File: src/rtl/ar_pack_writer.sv
// Packs 40-bit rounded coefficient beats into the shared 320-bit buffer and drains it as 64-bit words.
// Optional macro AR_PACK_PARTIAL_FLUSH_EN: zero-pad and flush a trailing partial group of 1..7 beats.
module ar_pack_writer (
    input  logic        clk,
    input  logic        rst,
    input  logic        start,
    input  logic [7:0]  len_beats,
    input  logic [7:0]  base_addr,
    input  logic [39:0] rnd_data,
    input  logic        rnd_valid,
    output logic        rnd_ready,
    output logic        buf_req,
    input  logic        buf_gnt,
    output logic        AR_buffer40_en,
    output logic [39:0] AR_buffer40_data,
    output logic        AR_buffer64_en,
    input  logic [63:0] buf_lo,
    output logic        mem_we,
    output logic [7:0]  mem_addr,
    output logic [63:0] mem_wdata,
    output logic        busy,
    output logic        done
);

    typedef enum logic [1:0] { S_IDLE, S_FILL, S_DRAIN, S_FIN } state_t;

    state_t     r_state, w_state_nx;
    logic [3:0] r_cnt,   w_cnt_nx;
    logic [7:0] r_rem,   w_rem_nx;
    logic [7:0] r_addr,  w_addr_nx;
    logic [2:0] r_words, w_words_nx;
    logic [7:0] w_len_eff;
    logic       w_flush;

`ifdef AR_PACK_PARTIAL_FLUSH_EN
    assign w_len_eff = len_beats;
    assign w_flush   = 1'b1;
`else
    assign w_len_eff = len_beats & 8'hF8;
    assign w_flush   = 1'b0;
`endif

    // Memory words needed to hold n real beats: ceil(40*n/64).
    function automatic logic [2:0] words_for(input logic [3:0] n);
        case (n)
            4'd1:       return 3'd1;
            4'd2, 4'd3: return 3'd2;
            4'd4:       return 3'd3;
            4'd5, 4'd6: return 3'd4;
            default:    return 3'd5;
        endcase
    endfunction

    always_comb begin
        // NOTE: every next-state value and output gets a default first, so no path can infer a latch.
        w_state_nx       = r_state;
        w_cnt_nx         = r_cnt;
        w_rem_nx         = r_rem;
        w_addr_nx        = r_addr;
        w_words_nx       = r_words;
        rnd_ready        = 1'b0;
        buf_req          = 1'b0;
        AR_buffer40_en   = 1'b0;
        AR_buffer40_data = '0;
        AR_buffer64_en   = 1'b0;
        mem_we           = 1'b0;
        mem_addr         = '0;
        mem_wdata        = '0;
        busy             = (r_state != S_IDLE);
        done             = 1'b0;

        unique case (r_state)
            S_IDLE: begin
                if (start) begin
                    w_rem_nx   = w_len_eff;
                    w_addr_nx  = base_addr;
                    w_cnt_nx   = '0;
                    // An empty job passes through one FILL cycle, which places done two cycles after start.
                    w_state_nx = S_FILL;
                end
            end
            S_FILL: begin
                buf_req = 1'b1;
                if (r_rem != '0) begin
                    rnd_ready        = buf_gnt && (r_cnt < 4'd8);
                    AR_buffer40_data = rnd_data;
                    if (rnd_valid && rnd_ready) begin
                        AR_buffer40_en = 1'b1;
                        w_cnt_nx       = r_cnt + 4'd1;
                        w_rem_nx       = r_rem - 8'd1;
                        w_words_nx     = words_for(r_cnt + 4'd1);
                        if (r_cnt == 4'd7)
                            w_state_nx = S_DRAIN;
                    end
                end else if (r_cnt == '0) begin
                    w_state_nx = S_FIN;
                end else if (w_flush && buf_gnt) begin
                    // Zero beats pad the trailing group so its first beat reaches buffer[39:0].
                    AR_buffer40_en = 1'b1;
                    w_cnt_nx       = r_cnt + 4'd1;
                    if (r_cnt == 4'd7)
                        w_state_nx = S_DRAIN;
                end
            end
            S_DRAIN: begin
                buf_req = 1'b1;
                if (buf_gnt) begin
                    AR_buffer64_en = 1'b1;
                    mem_we         = 1'b1;
                    mem_addr       = r_addr;
                    mem_wdata      = buf_lo;
                    w_addr_nx      = r_addr + 8'd1;
                    w_words_nx     = r_words - 3'd1;
                    if (r_words <= 3'd1) begin
                        w_cnt_nx   = '0;
                        w_state_nx = (r_rem == '0) ? S_FIN : S_FILL;
                    end
                end
            end
            S_FIN: begin
                done       = 1'b1;
                w_state_nx = S_IDLE;
            end
        endcase
    end

    // NOTE: state updates use non-blocking assignments; reset is asynchronous so outputs clear immediately.
    always_ff @(posedge clk or posedge rst) begin
        if (rst) begin
            r_state <= S_IDLE;
            r_cnt   <= '0;
            r_rem   <= '0;
            r_addr  <= '0;
            r_words <= '0;
        end else begin
            r_state <= w_state_nx;
            r_cnt   <= w_cnt_nx;
            r_rem   <= w_rem_nx;
            r_addr  <= w_addr_nx;
            r_words <= w_words_nx;
        end
    end

endmodule
File: config.mk
export PLATFORM = sky130hd
export DESIGN_NAME = ar_pack_writer
export DESIGN_NICKNAME = d
export VERILOG_FILES = /design/src/rtl/ar_pack_writer.sv
export SDC_FILE = /design/constraint.sdc
export NUM_CORES = 1
export LEC_CHECK = 0
export CORE_ASPECT_RATIO = 0.6
export CORE_MARGIN = 1.5
export CORE_UTILIZATION = 32
export CTS_CLUSTER_SIZE = 25
export DETAILED_ROUTE_END_ITERATION = 7
export PLACE_DENSITY_LB_ADDON = 0.2
export SLEW_MARGIN = 25
export SYNTH_ARGS = -nofsm -noshare
export SYNTH_HDL_FRONTEND = slang
export SYNTH_SLANG_ARGS = --single-unit
File: constraint.sdc
create_clock -name clk -period 2.51 [get_ports clk]
set_input_delay 0.502 -clock clk [delete_from_list [all_inputs] [get_ports clk]]
set_output_delay 0.502 -clock clk [all_outputs]
set_load 0.01 [all_outputs]
---- After elaboration in Yosys (flattened, before gate mapping) ----
Cells that the tools add are included.
word-level totals
  register bits after elaboration ......... 25
  input bits .............................. 125
  output and inout bits ................... 119
  logic and storage cells ................. 90
operators by class
  add/sub/neg operators ................... 4
  order comparisons ....................... 2
  equal/unequal tests ..................... 18
  mux-type cells .......................... 42
  reductions and logical operators ........ 19
operators by type and width
  kind                                                 number
  2-to-1 mux 64 bit                                    2
  2-to-1 mux 40 bit                                    2
  2-to-1 mux 8 bit                                     7
  one-hot mux 8 bit (2 select lines)                   2
  2-to-1 mux 4 bit                                     5
  equality test 4 x 3 -> 1 bit, second input constant  4
  2-to-1 mux 2 bit                                     8
  one-hot mux 3 bit (4 select lines)                   1
  one-hot mux 4 bit (3 select lines)                   1
  AND reduction 6 bit                                  2
  != test 2 bit, second input constant                 5
  2-to-1 mux 1 bit                                     9
  2-to-1 mux 3 bit                                     3
  != test 3 bit, second input constant                 3
  adder 8 x 1 -> 8 bit, second input constant          1
  equality test 4 x 2 -> 1 bit, second input constant  2
  zero test 8 bit                                      1
  one-hot mux 2 bit (4 select lines)                   1
  AND reduction 4 bit                                  2
  nonzero test 2 bit                                   4
  nonzero test 8 bit                                   1
  subtractor 8 x 1 -> 8 bit, second input constant     1
  one-hot mux 3 bit (2 select lines)                   1
  OR reduction 2 bit                                   3
  12 further kinds                                     14

---- Logic depth before layout (Yosys ltp) ----
  depth in word-level cells ............... 7
  mapped depth ............................ 8
  gate-level depth less buffers ........... 7

---- Worst setup path after synthesis ----
No wires, ideal clock.
  kind .................................... register to output
  from .................................... register r_state[1]
  to ...................................... output rnd_ready
  arrival ................................. 1.656 ns
  required time ........................... 2.008 ns
  slack ................................... 0.352 ns
  cell stages (with the launch flop) ...... 7
  path buffers ............................ 2
  cells stage by stage .................... dfrtp_1 > inv_1 > ha_1 > clkbuf_1 > inv_1 > clkbuf_1 > nor4b_1
between the ends
  longest elaborated chain between the ends .. 2
ends and longest elaborated chain
  what                          line  RTL
  from (decl)                   27    state_t r_state, w_state_nx;
  from (signal assigned)        136   r_state <= w_state_nx;
  equality test 2 x 1 -> 1 bit  72    unique case (r_state)
  2-to-1 mux 1 bit              72
  to (decl)                     11    output logic rnd_ready,
No other way between the ends.

---- Final worst setup path ----
  from .................................... register r_rem[1]
  to ...................................... output AR_buffer40_data[21]
between the ends
  longest elaborated chain between the ends .. 3
ends and longest elaborated chain
  what                    line  RTL
  from (decl)             29    logic [7:0] r_rem, w_rem_nx;
  from (signal assigned)  138   r_rem <= w_rem_nx;
  nonzero test 8 bit      84    if (r_rem != '0) begin
  2-to-1 mux 40 bit       84
  2-to-1 mux 40 bit       72
  to (decl)               15    output logic [39:0] AR_buffer40_data,
No other way between the ends.

==> run summary <==
Ports - 244
Avg WL per Cell - 16.90 µm
GR Util met3 - 6.587%
Worst Setup End Kind - output port
clk_skew - 0.003894 ns
Total GRT Usage - 23.92%
number of buffers added on ports - 240
CP cell instances - inv_1 > ha_2 > nor4b_4 > nand2_4 > buf_4 > and3_1 > dlygate4sd2_1
slew margin rel. - 54.99%
warnings from Yosys - 0
total number of vias - 3667
initial antenna violation count - 0
hold_buf cts - 0
Setup crit start kind - register
first-pass GRT wire length - 17430 µm
largest net degree at the start of global routing - 62
area grow syn2layout - 96.02%
Area after DPL - 5339 µm²
final wirelength - 12040 µm
part of the Yosys area used for sequential elements - 22.37%
RSZ-0062 raised after global routing - yes
Max Transition Viols Final - 0
CTS tree - done
ANT cells - 0
class of the worst hold path - register to register
Arr. time, crit path - 1.97 ns
Mapped Nets - 511
Synth Register Bits - 25
Non-Filler Instances - 712
DR vias/cell - 5.150
Clock Sinks - 25
critical path data required time - 2.01 ns
most frequent cells in the layout - clkdlybuf4s50_1 (185), and3_1 (114), nand2_1 (29), dfrtp_1 (24), nor2_1 (23)
drt drc - 0
Post-Syn Area - 2796 µm²
final hold violation count - 0
RD Place Congestion - 0.7881
period utilization - 98.48%
M2 GR Usage - 42.60%
setup violators final - 0
CP max-delay cell - dfrtp_1
crit path time final - 2.472 ns
Most Crowded Layer GR - met2
CTS max path bufs - 2
pwr dens - 856.0 nW/µm²
DR pass1 iterations - 4
worst IR drop on VDD - 440.9 µV
Leak - 2.715 nW
Placed Cells - 703
syn_area_per_cell - 7.517 µm²
initial cell density of the core - 32.94%
filler instances - 742
max cap viols - 0
DP Wirelength - 9231 µm
die area - 9327 µm²
grt met1 use - 30.42%
Reg clk slew, reported paths - 0.07 ns
grt total ovfl - 0
post-route cell area - 5482 µm²
commonest non-fill, non-tap cell in the layout - clkdlybuf4s50_1
Mapped Cells - 372
hold slack final - 0.5146 ns
R2R Setup Slk - 0.21 ns
core area - 8491 µm²
Crit path largest cell delay - 0.38 ns
unique cell type count in the Yosys netlist - 58
run status - finished, final reports clean
H-tree Lvls - 1
worst skew pair latency - 0.26 ns
Num CTS Buffers - 3
Final nets - 740
layout cells sized above 1 - 10.33%
row count - 26
CP delay by family, top - simple AND/OR/NAND/NOR gates
Root Buffer - clkbuf_16
chip width - 123.7 µm
crit path max fanout - 5
CP Class - register to output port
height of the die - 75.41 µm
vias in the first global route - 3297
FMAX - 404.5 MHz
initial DRC count - 262
post-route ant nets - 0
Worst-Margin Slew - 0.6690 ns
WP buf/inv - 3
logic make-up (layout without fill, tap and decap cells):
| family | Yosys count | count (layout) | synth area share (%) |
|---|---|---|---|
| AND/OR/NAND/NOR | 201 | 201 | 40.98 |
| AO/OA/AOI/OAI | 75 | 75 | 20.67 |
| multiplexers | 4 | 4 | 1.432 |
| adder cells (fa/ha/maj) | 14 | 14 | 6.264 |
| buffers and inverters | 53 | 281 | 8.277 |
| flip-flops | 25 | 25 | 22.37 |
report_power, final:
group / switching, mW / internal, mW / total (mW) / leakage, nW
clock: 0.149 / 0.218 / 0.366 / 0.0382
combinational: 1.80 / 1.71 / 3.51 / 2.38
sequential: 0.234 / 0.584 / 0.818 / 0.301
synth_stat cells (all sizes together):
| master | instances | area (µm²) |
|---|---|---|
| or2 | 1 | 6.260 |
| or3 | 2 | 12.51 |
| nor4b | 2 | 23.77 |
| or4b | 1 | 13.76 |
| nand4b | 1 | 8.760 |
| nor4 | 1 | 6.260 |
| o2111ai | 2 | 23.77 |
| a31oi | 4 | 25.02 |
| o31ai | 3 | 22.52 |
| a22oi | 2 | 15.01 |
| nand3 | 9 | 45.04 |
| o21a | 2 | 15.01 |
| and3b | 1 | 10.01 |
| o31a | 1 | 8.760 |
| nor3 | 7 | 51.30 |
| nor2b | 3 | 18.77 |
| a22o | 1 | 8.760 |
| a2111oi | 1 | 27.53 |
| a221oi | 3 | 43.80 |
| nand2 | 30 | 115.1 |
| buf | 8 | 62.56 |
| o311ai | 1 | 8.760 |
| a32o | 1 | 10.01 |
| a21boi | 2 | 26.28 |
| o22a | 3 | 26.28 |
| dfrtp | 25 | 625.6 |
| ha | 14 | 175.2 |
| a41oi | 2 | 17.52 |
| o21ai | 21 | 120.1 |
| a21o | 1 | 15.01 |
| o211ai | 1 | 12.51 |
| o2bb2ai | 1 | 8.760 |
| nand4 | 2 | 12.51 |
| a211oi | 2 | 20.02 |
| nand2b | 3 | 18.77 |
| and3 | 114 | 713.2 |
| inv | 15 | 56.30 |
| nor2 | 24 | 90.09 |
| o32ai | 1 | 8.760 |
| a21oi | 18 | 101.4 |
| o22ai | 2 | 12.51 |
| mux2i | 4 | 40.04 |
| clkbuf | 30 | 112.6 |
path summary, 6_finish.rpt:
path / startpoint / to / cells past startpoint
worst max-delay path: r_rem[1]$_DFFE_PP0P_ / AR_buffer40_data[21] / 7
worst min-delay path: r_addr[7]$_DFFE_PP0P_ / r_addr[7]$_DFFE_PP0P_ / 1
worst max register to register: r_state[0]$_DFFE_PP0P_ / r_cnt[2]$_DFFE_PP0P_ / 8
worst min register to register: r_addr[7]$_DFFE_PP0P_ / r_addr[7]$_DFFE_PP0P_ / 1
max in group asynchronous: rst / r_state[0]$_DFFE_PP0P_ / 3
min in group asynchronous: rst / r_rem[1]$_DFFE_PP0P_ / 3
sequential cells by signal (all words and copies together), names as in the netlist:
register,cells
r_words,3
r_addr,8
r_cnt,4
r_rem,8
r_state,2
per-layer routing:
layer | part of all wire (%) | up-vias
met3 | 7.4 | 6
li1 | - | 1805
met1 | 41 | 1736
met4 | 0.49 | 0
met5 | 0 | -
met2 | 51 | 120
through the flow:
step / util [%] / TNS [ns] / power (mW) / worst slack [ns]
finish: 64.56 / 0 / 4.692 / 0.03806
global route: 64.56 / -0.3143 / 5.064 / -0.03448
CTS: 63.79 / -0.2962 / 4.618 / -0.1507
detailed placement: 62.88 / 0 / 4.271 / 0.05871
global placement: 62.88 / 0 / 4.187 / 0.06990
floorplan: - / 0 / 2.785 / 0.3520
what timing repair did:
item | 4_1_cts | 5_1_grt
setup endpoints to repair | 70 | 54
pin swaps | 1 | 1
buffers inserted | 0 | 1
cloned | 1 | 3
gates resized for setup | 55 | 55
area by class of cell:
class | instances | area [µm²] | area share (%)
Clock buffer | 4 | 78.83 | 1.438
Inverter | 15 | 56.30 | 1.027
Multi-Input combinational cell | 294 | 1978 | 36.09
Sequential cell | 25 | 626.9 | 11.44
Tap cell | 112 | 140.1 | 2.556
Timing Repair Buffer | 262 | 2601 | 47.45
Power figures use the tool's default switching activity.
